`config.mk`:
```
export PLATFORM = sky130hd
export DESIGN_NAME = act_scheduler_flat
export DESIGN_NICKNAME = d
export VERILOG_FILES = /design/src/rtl/act_scheduler_if.sv /design/src/rtl/act_scheduler.sv /design/src/flat_wrapper.sv
export SDC_FILE = /design/constraint.sdc
export NUM_CORES = 1
export LEC_CHECK = 0
export BUFFER_PORTS_ARGS = -buffer_cell sky130_fd_sc_hd__buf_4
export CORE_UTILIZATION = 45
export CTS_CLUSTER_DIAMETER = 200
export DETAILED_ROUTE_END_ITERATION = 6
export PLACE_DENSITY_LB_ADDON = 0.12
export SLEW_MARGIN = 20
export SYNTH_ARGS = -nofsm -noshare
export SYNTH_HDL_FRONTEND = slang
export SYNTH_SLANG_ARGS = --single-unit
```
`constraint.sdc`:
```
create_clock -name clk -period 3.75 [get_ports clk]
set_clock_uncertainty 0.05 [all_clocks]
set_input_delay 0.5625 -clock clk [delete_from_list [all_inputs] [get_ports clk]]
set_output_delay 0.5625 -clock clk [all_outputs]
set_load 0.005 [all_outputs]
```
`src/rtl/act_scheduler_if.sv`:
```
// act_scheduler_if: handshake and bus bundle around the activation scheduler.
// Carries the compute input stream, the result stream, the LUT-programming
// stream and the side facing the activation-function unit.
// master: the surrounding system (stream sources/sinks and the unit).
// slave:  the scheduler itself.
interface act_scheduler_if #(
    parameter int unsigned Q_SIZE    = 16,
    parameter int unsigned MASK_SIZE = 4,
    parameter int unsigned LUT_DEPTH = 6,
    parameter int unsigned LUT_SIZE  = 32
);
    // Compute input stream
    logic                           in_valid;
    logic                           in_ready;
    logic [Q_SIZE-1:0]              in_x;
    logic [MASK_SIZE-1:0]           in_mask;

    // Result stream
    logic                           out_valid;
    logic                           out_ready;
    logic [Q_SIZE-1:0]              out_fx;

    // LUT-programming stream
    logic                           cfg_valid;
    logic                           cfg_ready;
    logic [MASK_SIZE+LUT_DEPTH-1:0] cfg_addr;
    logic [LUT_SIZE-1:0]            cfg_data;
    logic                           cfg_last;

    // Activation-function unit side
    logic [Q_SIZE-1:0]              act_x;
    logic [MASK_SIZE-1:0]           act_mask;
    logic [Q_SIZE-1:0]              act_fx;
    logic                           act_we;
    logic [MASK_SIZE+LUT_DEPTH-1:0] act_waddr;
    logic [LUT_SIZE-1:0]            act_wdata;

    modport master (
        output in_valid, in_x, in_mask,
        input  in_ready,
        input  out_valid, out_fx,
        output out_ready,
        output cfg_valid, cfg_addr, cfg_data, cfg_last,
        input  cfg_ready,
        input  act_x, act_mask, act_we, act_waddr, act_wdata,
        output act_fx
    );

    modport slave (
        input  in_valid, in_x, in_mask,
        output in_ready,
        output out_valid, out_fx,
        input  out_ready,
        input  cfg_valid, cfg_addr, cfg_data, cfg_last,
        output cfg_ready,
        output act_x, act_mask, act_we, act_waddr, act_wdata,
        input  act_fx
    );

endinterface

```
`src/rtl/act_scheduler.sv`:
```
// act_scheduler: sequencing controller for the activation-function unit.
//
// Issues one accumulator beat per cycle to the unit, captures the unit result
// one cycle later and buffers it in a credit-checked result FIFO. A mask change
// inserts one bubble because the unit selects its function with the mask of
// the cycle after issue. LUT-programming bursts pre-empt compute traffic: the
// pipeline is drained first, so table writes never overlap in-flight reads.
//
// Optional feature macro: ACT_SCHED_STATS_EN builds the beat/stall counters;
// without it stat_beats and stat_stalls are tied to zero.
module act_scheduler #(
    parameter int unsigned Q_SIZE    = 16,
    parameter int unsigned MASK_SIZE = 4,
    parameter int unsigned LUT_DEPTH = 6,
    parameter int unsigned LUT_SIZE  = 32,
    parameter int unsigned OUT_DEPTH = 4
) (
    input  logic               clk,
    input  logic               rst_n,
    act_scheduler_if.slave     bus,
    output logic               busy,
    output logic [31:0]        stat_beats,
    output logic [31:0]        stat_stalls
);

    localparam int unsigned ADDR_W = MASK_SIZE + LUT_DEPTH;
    localparam int unsigned PTR_W  = (OUT_DEPTH > 1) ? $clog2(OUT_DEPTH) : 1;
    localparam int unsigned CNT_W  = $clog2(OUT_DEPTH + 1);

    typedef enum logic [1:0] {
        StRun,
        StDrain,
        StLoad,
        StGuard
    } state_e;

    state_e                 state_q;

    // Issue stage (drives the unit) and capture stage (unit result valid)
    logic                   iss_valid_q;
    logic                   cap_valid_q;
    logic [Q_SIZE-1:0]      act_x_q;
    logic [MASK_SIZE-1:0]   act_mask_q;

    // LUT write port
    logic                   act_we_q;
    logic [ADDR_W-1:0]      act_waddr_q;
    logic [LUT_SIZE-1:0]    act_wdata_q;

    // Result FIFO
    logic [Q_SIZE-1:0]      fifo_mem_q [OUT_DEPTH];
    logic [PTR_W-1:0]       wr_ptr_q;
    logic [PTR_W-1:0]       rd_ptr_q;
    logic [CNT_W-1:0]       fifo_count_q;

    logic [1:0]             inflight;
    logic [CNT_W:0]         credit_used;
    logic                   credit_ok;
    logic                   mask_conflict;
    logic                   in_ready;
    logic                   in_fire;
    logic                   cfg_fire;
    logic                   push;
    logic                   pop;
    logic                   out_valid;

    assign inflight    = {1'b0, iss_valid_q} + {1'b0, cap_valid_q};
    // Credits count beats already in the FIFO plus beats still in the pipe,
    // so an accepted beat always has a slot waiting for it.
    assign credit_used = {1'b0, fifo_count_q} + {{(CNT_W - 1){1'b0}}, inflight};
    assign credit_ok   = credit_used < (CNT_W + 1)'(OUT_DEPTH);

    // The unit needs the issue-cycle mask held one more cycle.
    assign mask_conflict = iss_valid_q && (bus.in_mask != act_mask_q);

    // cfg_valid wins over a simultaneous in_valid; reset gating keeps the
    // handshake closed while rst_n is low.
    assign in_ready = rst_n && (state_q == StRun) && !bus.cfg_valid && credit_ok
                      && !mask_conflict;
    assign in_fire  = bus.in_valid && in_ready;
    assign cfg_fire = bus.cfg_valid && (state_q == StLoad);

    assign out_valid = (fifo_count_q != '0);
    assign push      = cap_valid_q;
    assign pop       = out_valid && bus.out_ready;

    assign bus.in_ready  = in_ready;
    assign bus.cfg_ready = (state_q == StLoad);
    assign bus.out_valid = out_valid;
    assign bus.out_fx    = fifo_mem_q[rd_ptr_q];
    assign bus.act_x     = act_x_q;
    assign bus.act_mask  = act_mask_q;
    assign bus.act_we    = act_we_q;
    assign bus.act_waddr = act_waddr_q;
    assign bus.act_wdata = act_wdata_q;

    assign busy = (state_q == StDrain) || (state_q == StLoad);

    // Issue/capture pipeline; act_x/act_mask only change on an accepted beat.
    always_ff @(posedge clk or negedge rst_n) begin
        if (!rst_n) begin
            iss_valid_q <= 1'b0;
            cap_valid_q <= 1'b0;
            act_x_q     <= '0;
            act_mask_q  <= '0;
        end else begin
            iss_valid_q <= in_fire;
            cap_valid_q <= iss_valid_q;
            if (in_fire) begin
                act_x_q    <= bus.in_x;
                act_mask_q <= bus.in_mask;
            end
        end
    end

    // Result FIFO: captured unit output is pushed, head pops on out handshake.
    always_ff @(posedge clk or negedge rst_n) begin
        if (!rst_n) begin
            for (int unsigned i = 0; i < OUT_DEPTH; i++) begin
                fifo_mem_q[i] <= '0;
            end
            wr_ptr_q     <= '0;
            rd_ptr_q     <= '0;
            fifo_count_q <= '0;
        end else begin
            if (push) begin
                fifo_mem_q[wr_ptr_q] <= bus.act_fx;
                wr_ptr_q             <= wr_ptr_q + PTR_W'(1);
            end
            if (pop) begin
                rd_ptr_q <= rd_ptr_q + PTR_W'(1);
            end
            case ({push, pop})
                2'b10:   fifo_count_q <= fifo_count_q + CNT_W'(1);
                2'b01:   fifo_count_q <= fifo_count_q - CNT_W'(1);
                default: fifo_count_q <= fifo_count_q;
            endcase
        end
    end

    // Arbitration FSM with registered LUT write strobe/address/data.
    always_ff @(posedge clk or negedge rst_n) begin
        if (!rst_n) begin
            state_q     <= StRun;
            act_we_q    <= 1'b0;
            act_waddr_q <= '0;
            act_wdata_q <= '0;
        end else begin
            act_we_q <= 1'b0;
            unique case (state_q)
                StRun: begin
                    if (bus.cfg_valid) begin
                        state_q <= StDrain;
                    end
                end
                StDrain: begin
                    if (inflight == 2'd0) begin
                        state_q <= StLoad;
                    end
                end
                StLoad: begin
                    if (cfg_fire) begin
                        act_we_q    <= 1'b1;
                        act_waddr_q <= bus.cfg_addr;
                        act_wdata_q <= bus.cfg_data;
                        if (bus.cfg_last) begin
                            state_q <= StGuard;
                        end
                    end
                end
                StGuard: begin
                    // Last write lands during this cycle; no reads yet.
                    state_q <= StRun;
                end
                default: begin
                    state_q <= StRun;
                end
            endcase
        end
    end

`ifdef ACT_SCHED_STATS_EN
    logic [31:0] beats_q;
    logic [31:0] stalls_q;

    // Output handshakes and input stall cycles; both wrap naturally.
    always_ff @(posedge clk or negedge rst_n) begin
        if (!rst_n) begin
            beats_q  <= '0;
            stalls_q <= '0;
        end else begin
            if (pop) begin
                beats_q <= beats_q + 32'd1;
            end
            if (bus.in_valid && !in_ready) begin
                stalls_q <= stalls_q + 32'd1;
            end
        end
    end

    assign stat_beats  = beats_q;
    assign stat_stalls = stalls_q;
`else
    assign stat_beats  = '0;
    assign stat_stalls = '0;
`endif

endmodule

```
`src/flat_wrapper.sv`:
```
// flat-port wrapper written by rule: the top's interface ports become plain ports
module act_scheduler_flat 
#(
    parameter int unsigned Q_SIZE    = 16,
    parameter int unsigned MASK_SIZE = 4,
    parameter int unsigned LUT_DEPTH = 6,
    parameter int unsigned LUT_SIZE  = 32,
    parameter int unsigned OUT_DEPTH = 4
)
  (clk, rst_n, busy, stat_beats, stat_stalls, bus_in_valid, bus_in_x, bus_in_mask, bus_in_ready, bus_out_valid, bus_out_fx, bus_out_ready, bus_cfg_valid, bus_cfg_addr, bus_cfg_data, bus_cfg_last, bus_cfg_ready, bus_act_x, bus_act_mask, bus_act_we, bus_act_waddr, bus_act_wdata, bus_act_fx);
  act_scheduler_if #(.Q_SIZE(Q_SIZE), .MASK_SIZE(MASK_SIZE), .LUT_DEPTH(LUT_DEPTH), .LUT_SIZE(LUT_SIZE)) bus_i ();
  input  logic clk;
  input  logic rst_n;
  output logic busy;
  output logic [31:0] stat_beats;
  output logic [31:0] stat_stalls;
  input wire logic [$bits(bus_i.in_valid)-1:0] bus_in_valid;
  input wire logic [$bits(bus_i.in_x)-1:0] bus_in_x;
  input wire logic [$bits(bus_i.in_mask)-1:0] bus_in_mask;
  output wire logic [$bits(bus_i.in_ready)-1:0] bus_in_ready;
  output wire logic [$bits(bus_i.out_valid)-1:0] bus_out_valid;
  output wire logic [$bits(bus_i.out_fx)-1:0] bus_out_fx;
  input wire logic [$bits(bus_i.out_ready)-1:0] bus_out_ready;
  input wire logic [$bits(bus_i.cfg_valid)-1:0] bus_cfg_valid;
  input wire logic [$bits(bus_i.cfg_addr)-1:0] bus_cfg_addr;
  input wire logic [$bits(bus_i.cfg_data)-1:0] bus_cfg_data;
  input wire logic [$bits(bus_i.cfg_last)-1:0] bus_cfg_last;
  output wire logic [$bits(bus_i.cfg_ready)-1:0] bus_cfg_ready;
  output wire logic [$bits(bus_i.act_x)-1:0] bus_act_x;
  output wire logic [$bits(bus_i.act_mask)-1:0] bus_act_mask;
  output wire logic [$bits(bus_i.act_we)-1:0] bus_act_we;
  output wire logic [$bits(bus_i.act_waddr)-1:0] bus_act_waddr;
  output wire logic [$bits(bus_i.act_wdata)-1:0] bus_act_wdata;
  input wire logic [$bits(bus_i.act_fx)-1:0] bus_act_fx;
  assign bus_i.in_valid = bus_in_valid;
  assign bus_i.in_x = bus_in_x;
  assign bus_i.in_mask = bus_in_mask;
  assign bus_in_ready = bus_i.in_ready;
  assign bus_out_valid = bus_i.out_valid;
  assign bus_out_fx = bus_i.out_fx;
  assign bus_i.out_ready = bus_out_ready;
  assign bus_i.cfg_valid = bus_cfg_valid;
  assign bus_i.cfg_addr = bus_cfg_addr;
  assign bus_i.cfg_data = bus_cfg_data;
  assign bus_i.cfg_last = bus_cfg_last;
  assign bus_cfg_ready = bus_i.cfg_ready;
  assign bus_act_x = bus_i.act_x;
  assign bus_act_mask = bus_i.act_mask;
  assign bus_act_we = bus_i.act_we;
  assign bus_act_waddr = bus_i.act_waddr;
  assign bus_act_wdata = bus_i.act_wdata;
  assign bus_i.act_fx = bus_act_fx;
  act_scheduler #(.Q_SIZE(Q_SIZE), .MASK_SIZE(MASK_SIZE), .LUT_DEPTH(LUT_DEPTH), .LUT_SIZE(LUT_SIZE), .OUT_DEPTH(OUT_DEPTH)) u_core (.clk(clk), .rst_n(rst_n), .bus(bus_i), .busy(busy), .stat_beats(stat_beats), .stat_stalls(stat_stalls));
endmodule
```
==> results.cfg <==
[placed_design]
gp_congestion = 0.6925
place_ws_ns = 1.379
placed_cells = 751
portBuffers = 166
hpwl_mm = 8.588

[logic_synthesis]
synthAdderAreaFrac_pct = 2.684
synth.avg_cell_area_sq_um = 15.10
synth_xor_area_share_pct = 1.381
muxShareOfSynthArea_pct = 29.52
synth_compound_area_share_pct = 0.5722
synth-seq-cells = 138
synth_edf_count = 0
yosysWarnings = 0
synthSimpleGateAreaFrac_pct = 1.559
syn_inst = 420
ys_async_sr_fraction_pct = 100.0
synthFlopType = dfrtp_1
mappedNetlistArea_sq_um = 6341
ys_types = 29
seq_area_frac_synth_pct = 54.46
synth_top_family_by_area = multiplexers

[route]
top_layer_used = met4
wl_per_cell_um = 15.97
wl_mm = 12.44
drtIter0Drc = 184
viasPerCell = 4.683
wl_met3_mm = 1.039
drt-met1-wl_mm = 5.000
first_pass_iters = 4
met2_length_mm = 6.258
drc = 0
final_antenna_net_count = 0
num_vias = 3648

[sta]
drv_slew = 0
setup_slack_ns = 1.086
hold_viol_final = 0
holdWs_ns = 0.07781
worst_pin_slew_ns = 0.9648
min_period_over_period_pct = 71.04
tns_ns = 0
grt_setup_unrepaired = no
setup_viol = 0
fin_crit_ns = 2.664
max_freq_mhz = 375.4
relSlewSlack_pct = 35.45

[hold_path]
hold_path_class = in2async

[power]
peakVddDrop_v = 0.0004004
p_per_area_nw_per_um2 = 752.9
p_leak_uw = 0.003859

[critical_path]
worst-path-max-fanout = 9
rrSetupSlack_ns = 1.35
timing.rr.start = u_core.cap_valid_q$_DFF_PN0_
worstSetupStartpoint = u_core.cap_valid_q$_DFF_PN0_
critPathKind = reg2out
critPathArrivalTime_ns = 2.05
r2r-end = u_core.bus.act_x[15]$_DFFE_PN0P_
cp-end-kind = primary output
ff2ff_path_depth = 6
startpoint_type = flip-flop
cp.required_ns = 3.14

[die]
rows = 43
io_pins = 231
die_h_um = 120.7
coreArea_sq_um = 13830
die-area_sq_um = 14570
die_w_um = 120.7
start_util_pct = 45.86

[final_layout]
final_cell_mix = buf_4 (165), dfrtp_1 (137), mux2_2 (108)
area_growth_pct = 26.03
fin_util_pct = 57.80
nets = 687
fill_cells = 1125
layout.cells.non_filler = 779
layout_commonest_cell = buf_4
drive_above_1_share_pct = 56.59
num_antenna_cells = 0

[global_route]
grt_pass1_wl_mm = 20.28
grt_pass1_vias = 4089
grt_usage_pct = 18.34
grt_max_degree = 81
antenna_found_initial = 0
grt_overflow = 0

[clocking]
postCtsHoldBufs = 0
clock-sinks = 138
cts_buffers = 17
clkTransAtPathRegs_ns = 0.06
cts-root-buf = clkbuf_16
cts_tree = built
cts_resized = 0
h-tree-depth = 4
clk_latency_ns = 0.41
cts_buffer_depth = 2
cts_setup_buffers = 0

[run_status]
outcome = finished clean

[run]
drv_cap = 0
[how the worst max path moves through the flow]
stage                     cells past startpoint  slack, ns                               end
final                                         6       1.09                      bus_in_ready
after global routing                          6       0.97                      bus_in_ready
after CTS                                     6       1.06                      bus_in_ready
after detailed placement                      6       1.38  u_core.bus.act_x[15]$_DFFE_PN0P_
after global placement                        2       1.22                     bus_out_fx[5]
after floorplan                               3       1.74                    bus_out_fx[10]
[sequential cells by signal (all words and copies together), names as in the netlist, 3 cells and up]
| signal | cells |
|---|---|
| u_core.bus.act_waddr | 10 |
| u_core.bus.act_x | 16 |
| u_core.fifo_mem_q | 64 |
| u_core.fifo_count_q | 3 |
| u_core.bus.act_mask | 4 |
| u_core.bus.act_wdata | 32 |
[cells in the mapped netlist, types with 2 or more instances]
library cell	number	area, sq um
dfrtp_1	138	3453
xor2_1	8	70.07
inv_1	11	41.29
o21ai_0	2	10.01
clkbuf_1	5	18.77
buf_12	2	40.04
ha_1	12	150.1
mux2_4	19	285.3
xnor2_1	2	17.52
a21oi_1	2	10.01
buf_4	64	480.5
mux4_2	16	360.4
mux2_2	108	1216
nor2_1	3	11.26
nand2_1	8	30.03
buf_2	7	35.03
[per-layer routing]
metal	GRT usage, %	up-vias
met5	0	-
met4	6.481	0
met3	7.547	10
met2	30.21	131
met1	21.51	1847
li1	-	1660
[report_power, final]
group | internal [uW] | switching, uW | leakage (uW)
clock network | 877 | 564 | 0.000251
registers | 2060 | 417 | 0.00165
logic | 1410 | 684 | 0.00196
total | 4350 | 1660 | 0.00386
[final cells by class]
cell class	count	area [sq um]	share of cell area (%)
sequential	138	3455	43.23
tap	180	225.2	2.818
multi-input combinational	255	2507	31.38
inverter	11	41.29	0.5167
timing repair buffer	167	1261	15.78
clock buffer	24	481.7	6.028
clock inverter	4	20.02	0.2505
[cells by family after synthesis]
group | Yosys count
mux | 144
flops | 138
buf+inv | 90
simple gates | 19
fa+ha+maj | 13
xor+xnor | 10
compound gates | 5
other cells | 1
[critical path, cell delays in order, from the launching register on]
cell and delay [ns]:
dfrtp_1 0.47, ha_1 0.25, ha_1 0.20, nor4b_1 0.26
and3_1 0.21, and2_2 0.14, buf_4 0.11
[stage by stage]
stage	instance area, sq um	power, uW
6_report	7991	6017
5_1_grt	7991	6394
4_1_cts	7988	6103
3_5_place_dp	7486	4640
3_3_place_gp	7485	4551
2_1_floorplan	6578	3589
Power figures use the tool's default switching activity.
